<file path="src/rtl/ctrl_pkg.sv">
// Shared definitions for the program-flow controller: opcodes, FSM states and the address width.
package ctrl_pkg;

  localparam int unsigned AW = 8;

  localparam logic [2:0] OP_NOP  = 3'd0;
  localparam logic [2:0] OP_JMP  = 3'd1;
  localparam logic [2:0] OP_JZ   = 3'd2;
  localparam logic [2:0] OP_JNZ  = 3'd3;
  localparam logic [2:0] OP_CALL = 3'd4;
  localparam logic [2:0] OP_RET  = 3'd5;
  localparam logic [2:0] OP_HALT = 3'd6;

  typedef enum logic [1:0] {
    ST_RUN    = 2'd0,
    ST_HALTED = 2'd1,
    ST_FAULT  = 2'd2
  } state_t;

  typedef logic [AW-1:0] addr_t;

endpackage

</file>
<file path="src/rtl/ret_stack.sv">
// DEPTH x AW LIFO of return addresses; count is registered, top/full/empty decode from it.
module ret_stack
  import ctrl_pkg::*;
#(
  parameter int unsigned DEPTH = 4,
  parameter int unsigned SPW   = $clog2(DEPTH + 1)
) (
  input  logic           clk,
  input  logic           rst,
  input  logic           push,
  input  logic           pop,
  input  logic [AW-1:0]  din,
  output logic [AW-1:0]  top_c,
  output logic [SPW-1:0] count,
  output logic           full_c,
  output logic           empty_c
);

  localparam int unsigned IW = $clog2(DEPTH);

  logic [AW-1:0] mem [DEPTH];
  logic [IW-1:0] wr_idx_c;
  logic [IW-1:0] rd_idx_c;

  assign wr_idx_c = IW'(count);
  assign rd_idx_c = IW'(count - SPW'(1));
  assign full_c   = (count == SPW'(DEPTH));
  assign empty_c  = (count == '0);
  assign top_c    = mem[rd_idx_c];

  // Entries are deliberately left uncleared by reset; only the occupancy resets.
  always_ff @(posedge clk) begin
    if (push && !full_c) begin
      mem[wr_idx_c] <= din;
    end
  end

  always_ff @(posedge clk) begin
    if (rst) begin
      count <= '0;
    end else if (push && !full_c) begin
      count <= count + SPW'(1);
    end else if (pop && !empty_c) begin
      count <= count - SPW'(1);
    end
  end

endmodule

</file>
<file path="src/rtl/branch_ctrl.sv">
// Per-cycle flow decision driving the PC's jump-enable/jump-address pair.
// BRANCH_CTRL_RETSTACK_EN builds the CALL/RET return stack and its over/underflow FAULT.
module branch_ctrl
  import ctrl_pkg::*;
#(
  parameter int unsigned DEPTH = 4,
  parameter int unsigned SPW   = $clog2(DEPTH + 1)
) (
  input  logic           clk,
  input  logic           rst,
  input  logic [2:0]     op,
  input  logic [AW-1:0]  target,
  input  logic           zero,
  input  logic [AW-1:0]  pc,
  input  logic           resume,
  output logic           jmp_en,
  output logic [AW-1:0]  jmp_addr,
  output logic           halted,
  output logic           fault,
  output logic [SPW-1:0] sp
);

  state_t state;
  state_t state_nxt;
  logic   jmp_en_nxt;
  addr_t  jmp_addr_nxt;
  addr_t  halt_pc;
  addr_t  halt_pc_nxt;

`ifdef BRANCH_CTRL_RETSTACK_EN
  logic  push_c;
  logic  pop_c;
  addr_t top_c;
  logic  full_c;
  logic  empty_c;

  ret_stack #(
    .DEPTH (DEPTH),
    .SPW   (SPW)
  ) u_ret_stack (
    .clk     (clk),
    .rst     (rst),
    .push    (push_c),
    .pop     (pop_c),
    .din     (pc + AW'(1)),
    .top_c   (top_c),
    .count   (sp),
    .full_c  (full_c),
    .empty_c (empty_c)
  );
`else
  assign sp = '0;
`endif

  always_ff @(posedge clk) begin
    if (rst) begin
      state    <= ST_RUN;
      jmp_en   <= 1'b0;
      jmp_addr <= '0;
      halt_pc  <= '0;
      halted   <= 1'b0;
      fault    <= 1'b0;
    end else begin
      state    <= state_nxt;
      jmp_en   <= jmp_en_nxt;
      jmp_addr <= jmp_addr_nxt;
      halt_pc  <= halt_pc_nxt;
      halted   <= (state_nxt == ST_HALTED);
      fault    <= (state_nxt == ST_FAULT);
    end
  end

  // Next state and next registered outputs; jmp_addr holds when not loading.
  always_comb begin
    state_nxt    = state;
    jmp_en_nxt   = jmp_en;
    jmp_addr_nxt = jmp_addr;
    halt_pc_nxt  = halt_pc;
`ifdef BRANCH_CTRL_RETSTACK_EN
    push_c       = 1'b0;
    pop_c        = 1'b0;
`endif
    case (state)
      ST_RUN: begin
        jmp_en_nxt = 1'b0;
        case (op)
          OP_JMP: begin
            jmp_en_nxt   = 1'b1;
            jmp_addr_nxt = target;
          end
          OP_JZ: begin
            jmp_en_nxt   = zero;
            jmp_addr_nxt = target;
          end
          OP_JNZ: begin
            jmp_en_nxt   = !zero;
            jmp_addr_nxt = target;
          end
          OP_CALL: begin
            jmp_en_nxt   = 1'b1;
            jmp_addr_nxt = target;
`ifdef BRANCH_CTRL_RETSTACK_EN
            if (full_c) begin
              state_nxt    = ST_FAULT;
              jmp_addr_nxt = pc;
            end else begin
              push_c = 1'b1;
            end
`endif
          end
          OP_RET: begin
`ifdef BRANCH_CTRL_RETSTACK_EN
            jmp_en_nxt = 1'b1;
            if (empty_c) begin
              state_nxt    = ST_FAULT;
              jmp_addr_nxt = pc;
            end else begin
              pop_c        = 1'b1;
              jmp_addr_nxt = top_c;
            end
`endif
          end
          OP_HALT: begin
            state_nxt    = ST_HALTED;
            halt_pc_nxt  = pc;
            jmp_en_nxt   = 1'b1;
            jmp_addr_nxt = pc;
          end
          default: ;
        endcase
      end
      ST_HALTED: begin
        jmp_en_nxt   = 1'b1;
        jmp_addr_nxt = halt_pc;
        if (resume) begin
          state_nxt  = ST_RUN;
          jmp_en_nxt = 1'b0;
        end
      end
      ST_FAULT: begin
        jmp_en_nxt = 1'b1;
      end
      default: begin
        state_nxt = ST_RUN;
      end
    endcase
  end

endmodule

</file>
<file path="config.mk">
export PLATFORM = sky130hd
export DESIGN_NAME = branch_ctrl
export DESIGN_NICKNAME = d
export VERILOG_FILES = /design/src/rtl/ctrl_pkg.sv /design/src/rtl/ret_stack.sv /design/src/rtl/branch_ctrl.sv
export SDC_FILE = /design/constraint.sdc
export NUM_CORES = 1
export LEC_CHECK = 0
export ABC_AREA = 1
export BUFFER_PORTS_ARGS = -buffer_cell sky130_fd_sc_hd__clkbuf_2
export CAP_MARGIN = 20
export CORE_MARGIN = 4
export CORE_UTILIZATION = 30
export CTS_CLUSTER_DIAMETER = 60
export DETAILED_ROUTE_END_ITERATION = 10
export PLACE_DENSITY = 0.59
export RECOVER_POWER = 50
export SLEW_MARGIN = 20
export SYNTH_ARGS = -nofsm -noshare
export SYNTH_HDL_FRONTEND = slang
export SYNTH_SLANG_ARGS = --single-unit
</file>
<file path="constraint.sdc">
create_clock -name clk -period 3.6 [get_ports clk]
set_input_delay 0.54 -clock clk [delete_from_list [all_inputs] [get_ports clk]]
set_output_delay 0.54 -clock clk [all_outputs]
set_load 0.005 [all_outputs]
</file>
==> impl_metrics.tcl <==
set metrics [dict create \
    postCtsHoldBufs 0 \
    post_cts_resized 0 \
    cts_tree "yes" \
    post_dp_cell_area_um2 1390 \
    drt_pass1_iterations 4 \
    critPathSlowestCell "ha_1" \
    nets 252 \
    root_buffer "clkbuf_8" \
    critPathKind "flop to flop" \
    vdd_drop_max_mv 0.190 \
    skew_ps 11.1 \
    overflow 0 \
    yosysSeqAreaShare_pct 32.9 \
    netlist_instances 193 \
    drt-total-wl_um 2720 \
    slew_headroom_pct 44.4 \
    worstPathMaxFanout 18 \
    p_clk_share_pct 38.3 \
    fmax_mhz 560 \
    slowest_delay_ps 500 \
    min_path_cells 2 \
    postCtsSetupBuffers 0 \
    rsz0062_at_grt "false" \
    min_path_type "flop to flop" \
    synthTopCellsByArea "dfxtp_1 (33%), nand2_1 (17%), inv_1 (10%)" \
    worstPathArrival_ps 1990 \
    start_kind "flop" \
    powerDensity_nw_per_um2 402 \
    grtUsageTotal_pct 11.0 \
    wl_met2_um 1170 \
    final_cell_area_um2 1440 \
    numCtsBuffers 3 \
    routedWlPerCell_um 10.0 \
    finalPower_mw 0.581 \
    cp_num_buf_inv 1 \
    antenna_cells 0 \
    port_buffers 33 \
    fin_crit_ps 1790 \
    required_ps 3800 \
    power_frac_seq_pct 42.5 \
    wl_met1_um 1330 \
    grt_first_pass_wirelength_um 4640 \
    p_leak_nw 0.808 \
    cts.sinks 20 \
    setup_violations 0 \
    antenna_found_initial 0 \
    fin_setup_tns_ps 0 \
    path_cells "inv_1 > ha_1 > or2_1 > nand2_4 > nand2_1 > nand2_1 > nor2_1" \
    outcome "complete, no violations" \
    die_w_um 71.7 \
    placementRows 22 \
    share_comb_of_total_power_pct 19.3 \
    hold_viol_final 0 \
    grt_max_degree 19 \
    maxSlewViolCount 0 \
    met3_wirelength_um 203 \
    dieArea_um2 5150 \
    cts_max_path_buffers 2 \
    period_share_pct 49.6 \
    clock_latency_ps 260 \
    dp_hpwl_um 2070 \
    crit_family "simple AND/OR/NAND/NOR gates" \
    drc 0 \
    drv_cap 0 \
    synth_area_leader_cell "dfxtp_1" \
    top_layer_used "met4" \
    crit_path_frequent_cell "nand2_1" \
    reg2regPathDepth 7 \
    viasPerCell 4.23 \
    tightest_slew_ps 832 \
    h-tree-depth 1 \
    synth.cell_area_um2 1220 \
    drt-initial-drc-count 84 \
    synth.avg_cell_area_um2 6.31 \
    p_int_mw 0.431 \
    cp.depth 7 \
    first_global_vias 1054 \
    die_y_um 71.7 \
    initial_core_util_pct 32.1 \
    place_congestion 0.791 \
    synth_warnings 0 \
    synth_cell_types 21 \
    switching_share_pct 25.8 \
    coreArea_um2 3800 \
    ant_nets 0 \
    drive_gt1_share_pct 17.5 \
    dr_total_vias 1145 \
    switchingPower_mw 0.150 \
    clk_pin_slew_worst_paths_ps 80 \
    critPathCaptureType "flop" \
    synth-seq-cells 20 \
    post-synth-top-area-fraction_pct 32.9 \
    io_pins 37 \
    synthToLayoutAreaGrowth_pct 18.5 \
]
-- worst reg2reg max path, delay by kind of cell (launching register included) --
| family | cells | cell delay [ps] |
|---|---|---|
| fa+ha+maj | 1 | 500 |
| buf+inv | 1 | 100 |
| flops | 1 | 350 |
| simple gates | 5 | 780 |
-- synthesized netlist by cell type (all sizes together) --
master and instances:
o21ai 7, nand2 56, inv 34, buf 8, clkbuf 1, ha 5, conb 1, nand3 20
or2 1, dfxtp 20, a21oi 11, nor2 29
-- state kept, by name, indices dropped and copies added, names as in the netlist --
register  flops
halted        1
jmp_en        1
jmp_addr      8
halt_pc       8
state         1
fault         1
-- kinds of logic (layout without fill, tap and decap cells) --
kind of cell | Yosys count | after routing | share of synthesized area [%]
fa+ha+maj | 5 | 5 | 5.13
other cells | 1 | 3 | 0.308
simple gates | 106 | 106 | 38.4
flops | 20 | 20 | 32.9
compound gates | 18 | 18 | 7.39
buf+inv | 43 | 71 | 15.9
-- worst paths after layout --
check	startpoint	endpoint	slack (ps)
worst min-delay path	halt_pc[7]$_SDFFE_PP0P_	halt_pc[7]$_SDFFE_PP0P_	460
worst max register to register	fault$_SDFF_PP0_	jmp_addr[5]$_SDFFE_PP0P_	1810
worst min register to register	halt_pc[7]$_SDFFE_PP0P_	halt_pc[7]$_SDFFE_PP0P_	460
worst max-delay path	fault$_SDFF_PP0_	jmp_addr[5]$_SDFFE_PP0P_	1810
-- cells in the final DEF (no fill, tap or decap), types with 3 or more instances in the layout --
master / count
nand2_1: 54
inv_1: 33
clkbuf_2: 29
nor2_1: 28
dfxtp_1: 20
nand3_1: 18
a21oi_1: 11
o21ai_0: 6
ha_1: 5
clkbuf_1: 4
conb_1: 3
clkbuf_8: 3
-- power by group through the flow --
| stage | registers [mW] | clock network [mW] | logic [mW] |
|---|---|---|---|
| after floorplan | 0.252 | 0 | 0.0776 |
| after global routing | 0.249 | 0.241 | 0.130 |
| after global placement | 0.252 | 0 | 0.115 |
| after detailed placement | 0.252 | 0 | 0.115 |
| after CTS | 0.247 | 0.230 | 0.115 |
| final | 0.247 | 0.222 | 0.112 |
-- per-stage QoR --
step | util [%] | cells | setup WS (ps) | hold slack [ps]
after floorplan | - | 195 | 2100 | 435
after global placement | 36.5 | 267 | 1870 | 461
after detailed placement | 36.5 | 267 | 1820 | 455
after CTS | 38.3 | 271 | 1810 | 466
after global routing | 38.0 | 271 | 1630 | 486
final | 38.0 | 271 | 1810 | 464
-- per-layer routing --
layer | GRT usage, % | up-vias
met5 | 0 | -
met4 | 2.30 | 0
met3 | 3.93 | 2
met2 | 17.2 | 37
met1 | 14.6 | 471
li1 | - | 635
-- area by class of cell --
class	count	area, um^2
Clock buffer	3	41.3
Sequential cell	20	400
Multi-Input combinational cell	132	624
Tap cell	48	60.1
Timing Repair Buffer	33	160
Fill cell	430	2350
Clock inverter	1	30.0
Inverter	34	128
No activity file was read; power rests on OpenSTA's default activity.
